## src/rtl/pl0_stall_ctrl_pkg.sv

```systemverilog
// Shared types and constants for the PL0 fetch-stall controller.
package pl0_stall_ctrl_pkg;

    localparam int unsigned INSTR_W = 32;
    localparam int unsigned OPC_W   = 7;
    localparam int unsigned STALL_W = 3;
    localparam int unsigned DATA_W  = 32;

    typedef enum logic [STALL_W-1:0] {
        PL0_STALL_NONE     = 3'd0,
        PL0_STALL_1        = 3'd1,
        PL0_STALL_1_BRANCH = 3'd2,
        PL0_STALL_1_ALU    = 3'd3,
        PL0_STALL_IMM      = 3'd4
    } pl0_stall_state;

    typedef enum logic [1:0] {
        ST_DECODE = 2'd0,
        ST_SEQ    = 2'd1,
        ST_MEM    = 2'd2
    } pl0_ctrl_state;

    localparam logic [OPC_W-1:0] OPC_BRANCH = 7'b1100011;
    localparam logic [OPC_W-1:0] OPC_JALR   = 7'b1100111;
    localparam logic [OPC_W-1:0] OPC_JAL    = 7'b1101111;
    localparam logic [OPC_W-1:0] OPC_LOAD   = 7'b0000011;
    localparam logic [OPC_W-1:0] OPC_STORE  = 7'b0100011;

endpackage

```

## src/rtl/pl0_stall_ctrl_opc.sv

```systemverilog
// Combinational opcode classifier: stall command and follow-on action per opcode.
module pl0_opc_class
    import pl0_stall_ctrl_pkg::*;
(
    input  logic [OPC_W-1:0]   opcode,
    output logic [STALL_W-1:0] stall_c,
    output logic               seq_c,
    output logic               mem_c,
    output logic               retire_c
);

    always_comb begin
        stall_c  = PL0_STALL_NONE;
        seq_c    = 1'b0;
        mem_c    = 1'b0;
        retire_c = 1'b0;
        case (opcode)
            OPC_BRANCH: begin
                stall_c = PL0_STALL_1_BRANCH;
                seq_c   = 1'b1;
            end
            OPC_JALR: begin
                stall_c = PL0_STALL_1_ALU;
                seq_c   = 1'b1;
            end
            OPC_JAL: begin
                stall_c  = PL0_STALL_IMM;
                retire_c = 1'b1;
            end
            OPC_LOAD, OPC_STORE: begin
                stall_c = PL0_STALL_1;
                mem_c   = 1'b1;
            end
            default: retire_c = 1'b1;
        endcase
    end

endmodule

```

## src/rtl/pl0_stall_ctrl.sv

```systemverilog
// PL0 fetch-stall controller: decode/sequence/memory-wait FSM with timeout.
// Optional retired-instruction counter enabled by PL0_RETIRE_CNT_EN.
module pl0_stall_ctrl
    import pl0_stall_ctrl_pkg::*;
#(
    parameter int unsigned MEM_TIMEOUT = 15
) (
    input  logic               i_clk,
    input  logic               i_rst,
    input  logic [INSTR_W-1:0] i_instr,
    input  logic               i_mem_ready,
    output logic [STALL_W-1:0] o_stall_state,
    output logic               o_mem_req,
    output logic               o_busy,
    output logic               o_retire,
    output logic               o_err,
    output logic [DATA_W-1:0]  o_retired_cnt
);

    localparam int unsigned TMO_W = $clog2(MEM_TIMEOUT + 1);

    pl0_ctrl_state      state, state_nxt;
    logic [TMO_W-1:0]   tmo_cnt, tmo_nxt;
    logic [STALL_W-1:0] cls_stall_c;
    logic               cls_seq_c, cls_mem_c, cls_retire_c;
    logic [STALL_W-1:0] stall_c;
    logic               mem_req_c, retire_c, err_set_c;
    logic               unused_instr_hi_c;

    assign unused_instr_hi_c = ^i_instr[INSTR_W-1:OPC_W];

    pl0_opc_class u_opc_class (
        .opcode   (i_instr[OPC_W-1:0]),
        .stall_c  (cls_stall_c),
        .seq_c    (cls_seq_c),
        .mem_c    (cls_mem_c),
        .retire_c (cls_retire_c)
    );

    always_ff @(posedge i_clk or posedge i_rst) begin
        if (i_rst) begin
            state   <= ST_DECODE;
            tmo_cnt <= '0;
        end else begin
            state   <= state_nxt;
            tmo_cnt <= tmo_nxt;
        end
    end

    // Ready is checked before timeout so a same-cycle completion still retires.
    always_comb begin
        state_nxt = state;
        tmo_nxt   = tmo_cnt;
        stall_c   = PL0_STALL_NONE;
        mem_req_c = 1'b0;
        retire_c  = 1'b0;
        err_set_c = 1'b0;
        case (state)
            ST_DECODE: begin
                stall_c   = cls_stall_c;
                retire_c  = cls_retire_c;
                mem_req_c = cls_mem_c;
                if (cls_seq_c) begin
                    state_nxt = ST_SEQ;
                end
                if (cls_mem_c) begin
                    tmo_nxt   = '0;
                    state_nxt = ST_MEM;
                end
            end
            ST_SEQ: begin
                retire_c  = 1'b1;
                state_nxt = ST_DECODE;
            end
            ST_MEM: begin
                if (i_mem_ready) begin
                    retire_c  = 1'b1;
                    state_nxt = ST_DECODE;
                end else if (tmo_cnt == TMO_W'(MEM_TIMEOUT)) begin
                    err_set_c = 1'b1;
                    state_nxt = ST_DECODE;
                end else begin
                    stall_c = PL0_STALL_1;
                    tmo_nxt = tmo_cnt + TMO_W'(1);
                end
            end
            default: state_nxt = ST_DECODE;
        endcase
    end

    // Reset overrides the Mealy outputs in the same cycle it is asserted.
    always_comb begin
        o_stall_state = stall_c;
        o_mem_req     = mem_req_c;
        o_retire      = retire_c;
        o_busy        = (state != ST_DECODE);
        if (i_rst) begin
            o_stall_state = PL0_STALL_NONE;
            o_mem_req     = 1'b0;
            o_retire      = 1'b0;
            o_busy        = 1'b0;
        end
    end

    always_ff @(posedge i_clk or posedge i_rst) begin
        if (i_rst) begin
            o_err <= 1'b0;
        end else if (err_set_c) begin
            o_err <= 1'b1;
        end
    end

`ifdef PL0_RETIRE_CNT_EN
    logic [DATA_W-1:0] retired_cnt;

    always_ff @(posedge i_clk or posedge i_rst) begin
        if (i_rst) begin
            retired_cnt <= '0;
        end else if (retire_c) begin
            retired_cnt <= retired_cnt + DATA_W'(1);
        end
    end

    assign o_retired_cnt = retired_cnt;
`else
    assign o_retired_cnt = '0;
`endif

endmodule

```

## config.mk

```make
export PLATFORM = sky130hd
export DESIGN_NAME = pl0_stall_ctrl
export DESIGN_NICKNAME = d
export VERILOG_FILES = /design/src/rtl/pl0_stall_ctrl_pkg.sv /design/src/rtl/pl0_stall_ctrl_opc.sv /design/src/rtl/pl0_stall_ctrl.sv
export SDC_FILE = /design/constraint.sdc
export NUM_CORES = 1
export LEC_CHECK = 0
export BUFFER_PORTS_ARGS = -buffer_cell sky130_fd_sc_hd__buf_4
export CORE_MARGIN = 4
export CORE_UTILIZATION = 34
export CTS_BUF_LIST = sky130_fd_sc_hd__clkbuf_4 sky130_fd_sc_hd__clkbuf_8 sky130_fd_sc_hd__clkbuf_16
export DETAILED_ROUTE_END_ITERATION = 8
export GPL_TIMING_DRIVEN = 1
export HOLD_SLACK_MARGIN = 0.12
export PLACE_DENSITY = 0.89
export SETUP_SLACK_MARGIN = 0.1
export SYNTH_ARGS = -nofsm -noshare
export SYNTH_HDL_FRONTEND = slang
export SYNTH_SLANG_ARGS = --single-unit
export TNS_END_PERCENT = 10
```

## constraint.sdc

```tcl
create_clock -name i_clk -period 1.8 [get_ports i_clk]
set_input_delay 0.18 -clock i_clk [delete_from_list [all_inputs] [get_ports i_clk]]
set_output_delay 0.18 -clock i_clk [all_outputs]
set_load 0.01 [all_outputs]
```

==> flow_metrics.env <==
export IMPL_fp_dieH_um=53.7
export IMPL_fmax_ghz=0.600
export IMPL_layout_drive_gt1_share_pct=27.4
export IMPL_layout_min_cycle_time_ps=1670
export IMPL_syn_to_final_growth_pct=12.9
export IMPL_synth_cell_types=33
export IMPL_crit_type="flop to output port"
export IMPL_layout_setup_ws_ps=134
export IMPL_crit_arrival_ps=1490
export IMPL_ys_async_sr_fraction_pct=100
export IMPL_power_leakage_uw=0.000428
export IMPL_wirelength_um=1420
export IMPL_io_buffer_count=16
export IMPL_maxCapViolCount=0
export IMPL_dr_total_vias=585
export IMPL_die_w_um=53.7
export IMPL_ys_ff_latch=7
export IMPL_post_route_period_util_pct=92.5
export IMPL_rows=16
export IMPL_boundaryPins=74
export IMPL_rsz0062_at_grt="yes"
export IMPL_crit_fanout=7
export IMPL_finalHoldViolCount=0
export IMPL_grt_overflow=0
export IMPL_clkLatencyLatePin_ps=250
export IMPL_tritoncts="yes"
export IMPL_finClkSkew_ps=2.19
export IMPL_path_clk_slew_ps=60
export IMPL_critPathCaptureType="output port"
export IMPL_drtIter0Drc=17
export IMPL_status="complete, no violations"
export IMPL_yosys_warnings=0
export IMPL_grt_max_degree=11
export IMPL_routedWlPerCell_um=10.7
export IMPL_htree_levels=1
export IMPL_cts_buffers_inserted=3
export IMPL_cts_buffer_depth=2
export IMPL_avgSynthCellArea_um2=8.06
export IMPL_syn_inst=88
export IMPL_antenna_left=0
export IMPL_start_util_pct=35.8
export IMPL_fillCellCount=200
export IMPL_worstPathRequired_ps=1620
export IMPL_cp_slowest_cell="dfrtp_1"
export IMPL_antenna_found_initial=0
export IMPL_final_cell_mix="32 x conb_1, 17 x buf_4, 6 x dfrtp_1"
export IMPL_synth_edff_count=0
export IMPL_first_global_vias=490
export IMPL_hp_class="primary input to flop"
export IMPL_die_area_um2=2880
export IMPL_start_kind="flop"
export IMPL_routed_via_density=4.40
export IMPL_fin_setup_tns_ps=0
export IMPL_clock_sinks=7
export IMPL_ys_seq_area_share_pct=24.7
export IMPL_root_buffer="clkbuf_4"
export IMPL_nNetsFinal=143
export IMPL_dp_hpwl_um=1090
export IMPL_pre_cts_slack_ps=228
export IMPL_setup_viol=0
export IMPL_diodes=0
export IMPL_powerDensity_nw_per_um2=541
export IMPL_firstDrtPassIters=4
export IMPL_path_cells="ha_2, nand3_1, nand3_4, o22ai_1, buf_4"
export IMPL_slew_violations=0
export IMPL_drc=0
export IMPL_grt_pass1_wl_um=2250
export IMPL_ir_drop_mv=0.208
export IMPL_layout_commonest_cell="conb_1"
export IMPL_grt_use_total_pct=11.1
export IMPL_ys_flop_type="dfrtp_1"
export IMPL_core_um2=1980
export IMPL_max_stage_delay_ps=420
export IMPL_gp_congestion=0.761
export IMPL_synth_area_um2=709
==> worst paths after layout <==
path | start | to | cells past startpoint | slack [ps]
worst max-delay path | tmo_cnt[0]$_DFFE_PP0P_ | o_stall_state[0] | 5 | 130
worst min-delay path | i_instr[4] | state[0]$_DFFE_PP0P_ | 3 | 250
worst max register to register | tmo_cnt[0]$_DFFE_PP0P_ | tmo_cnt[2]$_DFFE_PP0P_ | 5 | 420
worst min register to register | o_err$_DFFE_PP0P_ | o_err$_DFFE_PP0P_ | 1 | 470
max in group asynchronous | i_rst | state[1]$_DFFE_PP0P_ | 4 | 1170
min in group asynchronous | i_rst | tmo_cnt[0]$_DFFE_PP0P_ | 4 | 500
==> Yosys cell counts (2+ instances only) <==
master    instances  area share (%)
buf_4            32              34
dfrtp_1           7              25
nor2_1            5             2.6
inv_1             4             2.1
o21ai_0           4             2.8
nand2_1           3             1.6
nand3_1           3             2.1
o21a_1            3             3.2
and3_1            2             1.8
clkbuf_1          2             1.1
==> flip-flops by register name, indices dropped and copies added (netlist names) <==
name	flops
o_err	1
tmo_cnt	4
state	2
==> metrics by stage <==
stage,std cells,hold WS (ps),util (%),total power [uW],instance area [um2]
detailed placement,128,197,37.1,266,734
global placement,128,197,37.1,263,734
finish,133,252,40.4,433,801
floorplan,119,-8.59,-,287,826
CTS,133,238,39.8,430,790
global route,133,246,40.4,466,801
==> per-layer routing <==
| layer | track usage, % | part of all wire (%) | vias to the layer above |
|---|---|---|---|
| li1 | - | - | 273 |
| met1 | 11.7 | 37 | 270 |
| met2 | 17.9 | 50 | 34 |
| met3 | 4.43 | 9.4 | 8 |
| met4 | 7.66 | 3.9 | 0 |
| met5 | 0 | 0 | - |
==> cells by family (layout without fill, tap and decap cells) <==
kind of cell / count (synthesis) / count (layout) / share of synthesized area [%]
compound gates: 17 / 17 / 17.1
other cells: 1 / 32 / 0.529
simple gates: 22 / 22 / 16.8
buf+inv: 39 / 26 / 37.7
flops: 7 / 7 / 24.7
mux: 1 / 1 / 1.41
fa+ha+maj: 1 / 1 / 1.76
==> worst max-delay path, delay by kind of cell (launching register included) <==
kind,cells,cell delay [ps]
flip-flops,1,420
AND/OR/NAND/NOR,2,270
adder cells (fa/ha/maj),1,220
AO/OA/AOI/OAI,1,170
buffers and inverters,1,140
==> report_power, final <==
part	internal (uW)	switching (uW)	total, uW
Combinational	35.9	61.9	97.8
Clock	99.8	59.8	160
Sequential	165	10.9	176
Total	300	133	433
==> area by class of cell <==
cell class	count	area (um2)	share of cell area (%)
repair buffers	18	138	17.2
flip-flops and latches	7	176	22.0
clock buffers	4	30.0	3.75
inverters	4	15.0	1.88
multi-input cells	73	408	50.9
well taps	27	33.8	4.22
==> what timing repair did <==
item,4_1_cts,5_1_grt
buffers inserted,0,0
endpoints found under the hold margin,7,0
gates resized for setup,3,4
hold buffers,1,0
setup endpoints to repair,1,3
cloned,0,0
(Power assumes the default switching activity.)
